[src/rtl/uart_tx_fifo_if.sv]
// rtl/uart_tx_fifo_if.sv - producer and transmitter-side signal bundle for uart_tx_fifo
// flush is present only when UART_TX_FIFO_FLUSH_EN is defined.
interface uart_tx_fifo_if #(
  parameter int DATA_WIDTH = 8,
  parameter int DEPTH      = 16
);
  logic                    wr_en;
  logic [DATA_WIDTH-1:0]   wr_data;
  logic                    full;
  logic                    empty;
  logic [$clog2(DEPTH):0]  level;
  logic                    overflow;
  logic                    launch_err;
  logic                    tx_start;
  logic [DATA_WIDTH-1:0]   tx_data;
  logic                    tx_busy;
`ifdef UART_TX_FIFO_FLUSH_EN
  logic                    flush;

  modport master (
    output wr_en, wr_data, tx_busy, flush,
    input  full, empty, level, overflow, launch_err, tx_start, tx_data
  );
  modport slave (
    input  wr_en, wr_data, tx_busy, flush,
    output full, empty, level, overflow, launch_err, tx_start, tx_data
  );
`else
  modport master (
    output wr_en, wr_data, tx_busy,
    input  full, empty, level, overflow, launch_err, tx_start, tx_data
  );
  modport slave (
    input  wr_en, wr_data, tx_busy,
    output full, empty, level, overflow, launch_err, tx_start, tx_data
  );
`endif
endinterface

[src/rtl/uart_tx_fifo.sv]
// rtl/uart_tx_fifo.sv - byte FIFO and one-in-flight launch scheduler for the UART transmitter
// Optional flush port enabled by defining UART_TX_FIFO_FLUSH_EN.
module uart_tx_fifo #(
  parameter int DATA_WIDTH   = 8,
  parameter int DEPTH        = 16,
  parameter int BUSY_TIMEOUT = 4
) (
  input  logic          clk,
  input  logic          reset,
  uart_tx_fifo_if.slave bus
);
  localparam int PW = $clog2(DEPTH);
  localparam int LW = PW + 1;
  localparam int CW = $clog2(BUSY_TIMEOUT + 1);

  typedef enum logic [1:0] {IDLE, START, WAIT_BUSY, WAIT_DONE} state_t;
  state_t state, state_nx;

  logic [DATA_WIDTH-1:0] mem [DEPTH];
  logic [PW-1:0]         wr_ptr, rd_ptr;
  logic [LW-1:0]         level_q, level_nx;
  logic                  full_q, empty_q, overflow_q, launch_err_q, tx_start_q;
  logic [DATA_WIDTH-1:0] tx_data_q;
  logic [CW-1:0]         busy_cnt;
  logic                  flush_i, push, pop, timeout, start_d, err_d;

`ifdef UART_TX_FIFO_FLUSH_EN
  assign flush_i = bus.flush;
`else
  assign flush_i = 1'b0;
`endif

  assign timeout = (busy_cnt == CW'(BUSY_TIMEOUT - 1));

  always_ff @(posedge clk or posedge reset) begin
    if (reset) state <= IDLE;
    else       state <= state_nx;
  end

  always_comb begin
    state_nx = state;
    case (state)
      IDLE:      if (!empty_q && !bus.tx_busy && !flush_i) state_nx = START;
      START:     state_nx = WAIT_BUSY;
      WAIT_BUSY: if (bus.tx_busy) state_nx = WAIT_DONE;
                 else if (timeout) state_nx = IDLE;
      WAIT_DONE: if (!bus.tx_busy) state_nx = IDLE;
      default:   state_nx = IDLE;
    endcase
  end

  // A pop at the same time as a write to a full FIFO does not free space for it.
  always_comb begin
    push     = bus.wr_en && !full_q && !flush_i;
    pop      = (state == IDLE) && !empty_q && !bus.tx_busy && !flush_i;
    start_d  = (state == START);
    err_d    = (state == WAIT_BUSY) && !bus.tx_busy && timeout;
    level_nx = level_q;
    if (push && !pop)      level_nx = level_q + LW'(1);
    else if (pop && !push) level_nx = level_q - LW'(1);
  end

  always_ff @(posedge clk) begin
    if (push) mem[wr_ptr] <= bus.wr_data;
  end

  always_ff @(posedge clk or posedge reset) begin
    if (reset) begin
      wr_ptr       <= '0;
      rd_ptr       <= '0;
      level_q      <= '0;
      full_q       <= 1'b0;
      empty_q      <= 1'b1;
      overflow_q   <= 1'b0;
      launch_err_q <= 1'b0;
      tx_start_q   <= 1'b0;
      tx_data_q    <= '0;
      busy_cnt     <= '0;
    end else begin
      if (flush_i) begin
        wr_ptr  <= '0;
        rd_ptr  <= '0;
        level_q <= '0;
        full_q  <= 1'b0;
        empty_q <= 1'b1;
      end else begin
        if (push) wr_ptr <= wr_ptr + PW'(1);
        if (pop)  rd_ptr <= rd_ptr + PW'(1);
        level_q <= level_nx;
        full_q  <= (level_nx == LW'(DEPTH));
        empty_q <= (level_nx == '0);
      end
      if (pop) tx_data_q <= mem[rd_ptr];
      overflow_q   <= bus.wr_en && full_q && !flush_i;
      launch_err_q <= err_d;
      tx_start_q   <= start_d;
      if (state == START)                         busy_cnt <= '0;
      else if (state == WAIT_BUSY && !bus.tx_busy) busy_cnt <= busy_cnt + CW'(1);
    end
  end

  assign bus.full       = full_q;
  assign bus.empty      = empty_q;
  assign bus.level      = level_q;
  assign bus.overflow   = overflow_q;
  assign bus.launch_err = launch_err_q;
  assign bus.tx_start   = tx_start_q;
  assign bus.tx_data    = tx_data_q;
endmodule
[src/flat_wrapper.sv]
// flat-port wrapper written by rule: the top's interface ports become plain ports
module uart_tx_fifo_flat 
#(
  parameter int DATA_WIDTH   = 8,
  parameter int DEPTH        = 16,
  parameter int BUSY_TIMEOUT = 4
)
  (clk, reset, bus_wr_en, bus_wr_data, bus_tx_busy, bus_full, bus_empty, bus_level, bus_overflow, bus_launch_err, bus_tx_start, bus_tx_data);
  uart_tx_fifo_if #(.DATA_WIDTH(DATA_WIDTH), .DEPTH(DEPTH)) bus_i ();
  input  logic clk;
  input  logic reset;
  input wire logic [$bits(bus_i.wr_en)-1:0] bus_wr_en;
  input wire logic [$bits(bus_i.wr_data)-1:0] bus_wr_data;
  input wire logic [$bits(bus_i.tx_busy)-1:0] bus_tx_busy;
  output wire logic [$bits(bus_i.full)-1:0] bus_full;
  output wire logic [$bits(bus_i.empty)-1:0] bus_empty;
  output wire logic [$bits(bus_i.level)-1:0] bus_level;
  output wire logic [$bits(bus_i.overflow)-1:0] bus_overflow;
  output wire logic [$bits(bus_i.launch_err)-1:0] bus_launch_err;
  output wire logic [$bits(bus_i.tx_start)-1:0] bus_tx_start;
  output wire logic [$bits(bus_i.tx_data)-1:0] bus_tx_data;
  assign bus_i.wr_en = bus_wr_en;
  assign bus_i.wr_data = bus_wr_data;
  assign bus_i.tx_busy = bus_tx_busy;
  assign bus_full = bus_i.full;
  assign bus_empty = bus_i.empty;
  assign bus_level = bus_i.level;
  assign bus_overflow = bus_i.overflow;
  assign bus_launch_err = bus_i.launch_err;
  assign bus_tx_start = bus_i.tx_start;
  assign bus_tx_data = bus_i.tx_data;
  uart_tx_fifo #(.DATA_WIDTH(DATA_WIDTH), .DEPTH(DEPTH), .BUSY_TIMEOUT(BUSY_TIMEOUT)) u_core (.clk(clk), .reset(reset), .bus(bus_i));
endmodule
[config.mk]
export PLATFORM = sky130hd
export DESIGN_NAME = uart_tx_fifo_flat
export DESIGN_NICKNAME = d
export VERILOG_FILES = /design/src/rtl/uart_tx_fifo_if.sv /design/src/rtl/uart_tx_fifo.sv /design/src/flat_wrapper.sv
export SDC_FILE = /design/constraint.sdc
export NUM_CORES = 1
export LEC_CHECK = 0
export CORE_MARGIN = 5
export CORE_UTILIZATION = 57
export CTS_CLUSTER_SIZE = 24
export DETAILED_ROUTE_END_ITERATION = 8
export MAX_ROUTING_LAYER = met4
export PLACE_DENSITY_LB_ADDON = 0.3
export SLEW_MARGIN = 20
export SYNTH_ARGS = -nofsm -noshare
export SYNTH_HDL_FRONTEND = slang
export SYNTH_SLANG_ARGS = --single-unit
[constraint.sdc]
create_clock -name clk -period 4.6 [get_ports clk]
set_input_delay 0.92 -clock clk [delete_from_list [all_inputs] [get_ports clk]]
set_output_delay 0.92 -clock clk [all_outputs]
set_load 0.05 [all_outputs]
==> results.json, run 1 <==
{
  "outcome": "complete, no violations",
  "tightestPinTransition_ns": 0.878,
  "timing.setup.tns_ns": 0,
  "finish.net_count": 417,
  "sequential_area_um2": 4620,
  "vias_after_detailed_routing": 3217,
  "num_antenna_cells": 0,
  "initial_core_util_pct": 58.7,
  "rows": 38,
  "netlist_instances": 358,
  "cts_tree": "yes",
  "finalWorstSetupSlack_ns": 1.79,
  "ys.warnings.count": 0,
  "cts_inserted_buffers": 17,
  "worstPathRequired_ns": 3.68,
  "track_usage_pct": 21.2,
  "min_path_type": "flop to flop",
  "crit_chain": "clkdlybuf4s50_1",
  "detailedRoute.firstPassIterationCount": 4,
  "crit_path_category": "flop to primary output",
  "multi_input_area_um2": 1650,
  "die_height_um": 116,
  "post_route_cells_drive_above_1_share_pct": 18.8,
  "routed_wl_um": 12600,
  "ys_types": 40,
  "yosysMostFrequentCell": "sky130_fd_sc_hd__edfxtp_1",
  "io-pin-count": 30,
  "postSynthNetCount": 379,
  "finalWorstPathRequiredPeriod_ns": 2.81,
  "antenna_violating_nets_post_route": 0,
  "crit_path_end_kind": "primary output",
  "holdBufCountCts": 0,
  "grt_pass1_vias": 3391,
  "cellLeakagePower_nw": 2.57,
  "overflow": 0,
  "die_area_um2": 13400,
  "timing.final.max_slew_violations": 0,
  "die_x_um": 116,
  "synthTopCellsByArea": "sky130_fd_sc_hd__edfxtp_1 60%, sky130_fd_sc_hd__dfrtp_1 12%, sky130_fd_sc_hd__mux4_2 11%",
  "setup.worst_path.start_class": "flop",
  "synth_area_um2": 6390,
  "yosysSeqAreaShare_pct": 72.4,
  "clk_latency_ns": 0.52,
  "synth_enable_flop_cells": 128,
  "synth_flop_cell": "sky130_fd_sc_hd__edfxtp_1",
  "cts.repair.resized": 0,
  "antenna_violations_before_repair": 0,
  "largest_net_degree_at_the_start_of_global_routing": 36,
  "report.final.hold_viol_count": 0,
  "synth_top_area_share_pct": 60.2,
  "max_fanout_on_critical_path": 3,
  "worst-endpoint-arrival_ns": 1.89,
  "synth.cells.most_frequent": "128 x sky130_fd_sc_hd__edfxtp_1, 31 x sky130_fd_sc_hd__mux4_2, 30 x sky130_fd_sc_hd__dfrtp_1",
  "place.port_buffers": 29,
  "vdd.ir_drop.worst_uv": 539,
  "worst_path_dominant_cell_family": "buffers and inverters",
  "filler_free_cell_count_of_the_finished_design": 549,
  "placedCellCount": 517,
  "wl_per_cell_um": 23.0,
  "global_route_wire_length_before_repair_um": 19700,
  "cts.clk_slew.worst_paths_ns": 0.06,
  "drc_marker_count_from_the_first_detailed_route_iteration": 344,
  "gpl_congestion": 0.843,
  "synthDominantAreaCellType": "sky130_fd_sc_hd__edfxtp_1",
  "avgViaCountPerCell": 5.86,
  "post_cts_buffers": 0,
  "clock_sink_count": 159,
  "cts_root_buffer": "sky130_fd_sc_hd__clkbuf_8",
  "pre_cts_ws_ns": 1.50,
  "htree_num_levels": 4,
  "max_cap_violations": 0,
  "critical-path-max-stage-delay_ns": 0.81,
  "cts_buffer_depth": 2,
  "area_delta_synth_final_pct": 15.7,
  "maxClockFrequency_mhz": 356,
  "relSlewSlack_pct": 41.3,
  "layout_worst_path_cycle_share_pct": 61.1,
  "drc": 0,
  "power-per-cell-area_nw_per_um2": 651,
  "finClkSkew_ns": 0.00884,
  "synth.ff_latch_count": 159,
  "n_fill_cell": 701,
  "postSynth.asyncResetShare_pct": 19.5,
  "core_area_um2": 10900,
  "postSynthAreaPerCell_um2": 17.8,
  "worst-path-buf-inv": 1,
  "grt_setup_unrepaired": "false",
  "hpwl_um": 8190,
  "worst_path_max_delay_cell": "sky130_fd_sc_hd__clkdlybuf4s50_1",
  "setup-violations-final": 0
}
-- final cells by class --
class                      instances  share of cell area (%)
clock inverter                     8                    1.22
clock buffer                      24                    6.23
tap                              140                    2.37
inverter                           7                   0.356
multi-input combinational        172                    22.3
sequential                       159                    62.5
timing repair buffer              39                    4.94
-- cell usage in the layout (no fill, tap or decap), types with 4 or more instances in the layout --
cell type | netlist | routed
sky130_fd_sc_hd__mux4_2 | 31 | 31
sky130_fd_sc_hd__buf_4 | 0 | 10
sky130_fd_sc_hd__o21ai_0 | 12 | 12
sky130_fd_sc_hd__clkbuf_1 | 10 | 5
sky130_fd_sc_hd__nand2b_1 | 5 | 5
sky130_fd_sc_hd__nor2_1 | 24 | 24
sky130_fd_sc_hd__edfxtp_1 | 128 | 128
sky130_fd_sc_hd__dfrtp_1 | 30 | 29
sky130_fd_sc_hd__clkbuf_16 | 0 | 16
sky130_fd_sc_hd__mux2i_1 | 16 | 16
sky130_fd_sc_hd__nor3_1 | 7 | 7
sky130_fd_sc_hd__nand2_1 | 19 | 19
sky130_fd_sc_hd__a22o_1 | 4 | 4
sky130_fd_sc_hd__clkdlybuf4s50_1 | 0 | 29
sky130_fd_sc_hd__a21oi_1 | 9 | 9
sky130_fd_sc_hd__ha_1 | 9 | 9
sky130_fd_sc_hd__clkinv_2 | 0 | 6
sky130_fd_sc_hd__inv_1 | 7 | 7
sky130_fd_sc_hd__xnor2_1 | 10 | 10
-- worst min-delay path: stages (launching register included) --
cell	delay [ns]
sky130_fd_sc_hd__dfrtp_1	0.35
sky130_fd_sc_hd__a21oi_1	0.06
sky130_fd_sc_hd__o21ai_0	0.06
-- flip-flops by register name, indices dropped and copies added, names as in the netlist --
name,flops
u_core.busy_cnt,3
u_core.bus.tx_data,8
u_core.bus.tx_start,1
u_core.mem,128
u_core.bus.launch_err,1
u_core.bus.level,5
u_core.state,2
u_core.rd_ptr,4
u_core.bus.overflow,1
u_core.bus.empty,1
u_core.wr_ptr,4
u_core.bus.full,1
-- cells by family (layout without fill, tap and decap cells) --
group	count (synthesis)	after routing	synth area share, %
AO/OA/AOI/OAI	34	34	3.39
XOR/XNOR	10	10	1.37
adder cells (fa/ha/maj)	9	9	1.76
buffers and inverters	27	78	1.90
flip-flops	159	159	72.4
multiplexers	48	48	13.6
AND/OR/NAND/NOR	71	71	5.60
-- worst paths after layout --
kind,slack [ns],cells after the start,startpoint,endpoint
setup reg to reg,2.31,6,u_core.rd_ptr[0],u_core.bus.tx_data[3]
max in group asynchronous,3.27,3,reset,u_core.rd_ptr[0]
setup / recovery,1.79,1,u_core.bus.empty,bus_empty
min in group asynchronous,0.67,2,reset,u_core.bus.level[4]
hold reg to reg,0.51,2,u_core.bus.tx_data[1],u_core.bus.tx_data[1]
hold / removal,0.51,2,u_core.bus.tx_data[1],u_core.bus.tx_data[1]
-- where the power goes --
part / internal, W / switching (W) / total (W) / leakage [nW]
registers: 0.00180 / 0.000251 / 0.00205 / 1.54
logic: 0.000634 / 0.000822 / 0.00146 / 0.756
clock network: 0.000795 / 0.000506 / 0.00130 / 0.276
total: 0.00323 / 0.00158 / 0.00481 / 2.57
-- through the flow --
stage / area [um^2] / hold slack (ns) / util, % / power [W]
floorplan: 6390 / 0.492 / - / 0.00309
global placement: 6840 / 0.492 / 62.8 / 0.00349
detailed placement: 6840 / 0.500 / 62.8 / 0.00354
CTS: 7390 / 0.513 / 67.9 / 0.00484
global route: 7390 / 0.525 / 67.9 / 0.00504
finish: 7390 / 0.510 / 67.9 / 0.00481
-- routing by layer --
layer  part of all wire (%)  GRT usage [%]  up-vias
li1                       -              -     1466
met1                     41           27.6     1648
met2                     51           34.1       91
met3                    6.2           5.69       12
met4                    1.0           4.87        0
met5                      0              -        -
No activity file was read; power rests on OpenSTA's default activity.
==> inputs of run 2 (changes only) <==
--- a/config.mk
+++ b/config.mk
@@ -6,7 +6,7 @@
 export NUM_CORES = 1
 export LEC_CHECK = 0
 export CORE_MARGIN = 5
-export CORE_UTILIZATION = 57
+export CORE_UTILIZATION = 54
 export CTS_CLUSTER_SIZE = 24
 export DETAILED_ROUTE_END_ITERATION = 8
 export MAX_ROUTING_LAYER = met4
==> constraint.sdc (replaced) <==
create_clock -name clk -period 2.31 [get_ports clk]
set_input_delay 0.462 -clock clk [delete_from_list [all_inputs] [get_ports clk]]
set_output_delay 0.462 -clock clk [all_outputs]
set_load 0.05 [all_outputs]
==> results.json, run 2 (synthesized netlist as in run 1, its figures left out) <==
{
  "outcome": "complete, no violations",
  "n_fill_cell": 773,
  "place.port_buffers": 29,
  "multi_input_area_um2": 1650,
  "critical-path-max-stage-delay_ns": 0.81,
  "gpl_congestion": 0.770,
  "detailedRoute.firstPassIterationCount": 5,
  "worst-endpoint-arrival_ns": 1.78,
  "relSlewSlack_pct": 55.9,
  "num_antenna_cells": 0,
  "worst-path-buf-inv": 1,
  "globalRouteMet2Util_pct": 29.8,
  "finClkSkew_ns": 0.00741,
  "routed_wl_um": 12400,
  "tightestPinTransition_ns": 0.661,
  "grt_setup_unrepaired": "false",
  "setup-violations-final": 0,
  "cts_tree": "yes",
  "filler_free_cell_count_of_the_finished_design": 579,
  "final_common_cell": "sky130_fd_sc_hd__edfxtp_1",
  "pre_cts_ws_ns": -0.0594,
  "antenna_violations_before_repair": 0,
  "avgViaCountPerCell": 5.81,
  "min_path_type": "primary input to asynchronous set/reset pin",
  "die_x_um": 119,
  "holdBufCountCts": 0,
  "core_area_um2": 11500,
  "max_cap_violations": 0,
  "crit_path_end_kind": "primary output",
  "crit_path_category": "flop to primary output",
  "antenna_violating_nets_post_route": 0,
  "placedCellCount": 547,
  "r2r-end": "u_core.bus.tx_data[5]",
  "post_cts_buffers": 0,
  "io-pin-count": 30,
  "finalWorstSetupSlack_ns": 0.0694,
  "stdcell_area_um2": 7660,
  "grt_pass1_vias": 3422,
  "track_usage_pct": 19.4,
  "crit_chain": "clkdlybuf4s50_1",
  "maxClockFrequency_mhz": 446,
  "finish.net_count": 444,
  "timing.final.max_slew_violations": 0,
  "largest_register": "u_core.mem",
  "grt.met1_usage_pct": 25.8,
  "largest_net_degree_at_the_start_of_global_routing": 36,
  "sequential_area_um2": 4620,
  "post_route_cells_drive_above_1_share_pct": 23.9,
  "cts_buffer_depth": 2,
  "worstPathRequired_ns": 1.85,
  "power-per-cell-area_nw_per_um2": 1310,
  "worst_path_dominant_cell_family": "buffers and inverters",
  "cts_root_buffer": "sky130_fd_sc_hd__clkbuf_16",
  "ff2ff_setup_slack_ns": 0.14,
  "drc": 0,
  "overflow": 0,
  "cellLeakagePower_nw": 2.73,
  "hpwl_um": 7940,
  "crit_end": "bus_empty",
  "max_reg_flops": 128,
  "timing.reg2reg.worst_path_depth": 6,
  "report.final.hold_viol_count": 0,
  "critical_path_cell_count": 1,
  "clock_sink_count": 159,
  "mostFrequentLayoutCells": "128 x sky130_fd_sc_hd__edfxtp_1, 36 x sky130_fd_sc_hd__buf_4, 31 x sky130_fd_sc_hd__mux4_2",
  "finalWorstPathRequiredPeriod_ns": 2.24,
  "cts.clk_slew.worst_paths_ns": 0.06,
  "die_height_um": 119,
  "global_route_wire_length_before_repair_um": 19500,
  "use_met3_pct": 4.11,
  "clk_latency_ns": 0.42,
  "cts_inserted_buffers": 17,
  "vias_after_detailed_routing": 3365,
  "r2r-start": "u_core.rd_ptr[0]",
  "busiest_layer": "met2",
  "die_area_um2": 14100,
  "initial_core_util_pct": 55.5,
  "placedInstanceArea_um2": 7060,
  "critical_path.startpoint": "u_core.bus.empty",
  "drc_marker_count_from_the_first_detailed_route_iteration": 343,
  "htree_num_levels": 4,
  "layout_worst_path_cycle_share_pct": 97.0,
  "cts.repair.resized": 0,
  "area_delta_synth_final_pct": 20.0,
  "setup.worst_path.start_class": "flop",
  "vdd.ir_drop.worst_uv": 653,
  "worst_path_max_delay_cell": "sky130_fd_sc_hd__clkdlybuf4s50_1",
  "wl_per_cell_um": 21.4,
  "rows": 39,
  "max_fanout_on_critical_path": 3
}
-- run 2: cell types whose count changed in the layout (fill, tap and decap cells not counted), sizes merged --
| cell | change |
|---|---|
| buf | +27 |
| clkbuf | -4 |
| bufinv | +2 |
| clkinvlp | +2 |
-- run 2: per-layer routing --
metal / vias up / part of all wire (%)
li1: 1526 / -
met1: 1720 / 43
met2: 101 / 50
met3: 18 / 5.2
met4: 0 / 1.3
met5: - / 0
-- run 2: metrics by stage --
step | util (%) | setup TNS (ns) | power [W] | hold WS (ns)
final | 66.5 | 0 | 0.0100 | 0.433
after global routing | 66.5 | 0 | 0.0105 | 0.493
after CTS | 66.5 | 0 | 0.0101 | 0.445
after detailed placement | 61.3 | -0.0594 | 0.00722 | 0.496
after global placement | 61.3 | 0 | 0.00712 | 0.488
after floorplan | - | 0 | 0.00615 | 0.492
-- run 2: layout make-up --
class,count,area share [%]
clock buffers,20,5.70
clock inverters,12,2.19
inverters,7,0.343
multi-input cells,172,21.5
flip-flops and latches,159,60.3
well taps,143,2.34
repair buffers,66,7.58
-- run 2: how the worst min path moves through the flow --
| stage | from | slack [ns] | to |
|---|---|---|---|
| 2_1_floorplan | u_core.busy_cnt[1] | 0.49 | u_core.busy_cnt[1] |
| 3_3_place_gp | u_core.bus.tx_data[4] | 0.49 | u_core.bus.tx_data[4] |
| 3_5_place_dp | u_core.bus.tx_data[4] | 0.50 | u_core.bus.tx_data[4] |
| 4_1_cts | reset | 0.45 | u_core.bus.tx_data[5] |
| 5_1_grt | reset | 0.49 | u_core.bus.tx_data[5] |
| 6_report | reset | 0.43 | u_core.bus.tx_data[5] |
-- run 2: where the power goes --
| group | switching (W) | internal, W |
|---|---|---|
| sequential | 0.000381 | 0.00358 |
| combinational | 0.00176 | 0.00143 |
| clock | 0.00105 | 0.00180 |
| total | 0.00320 | 0.00680 |
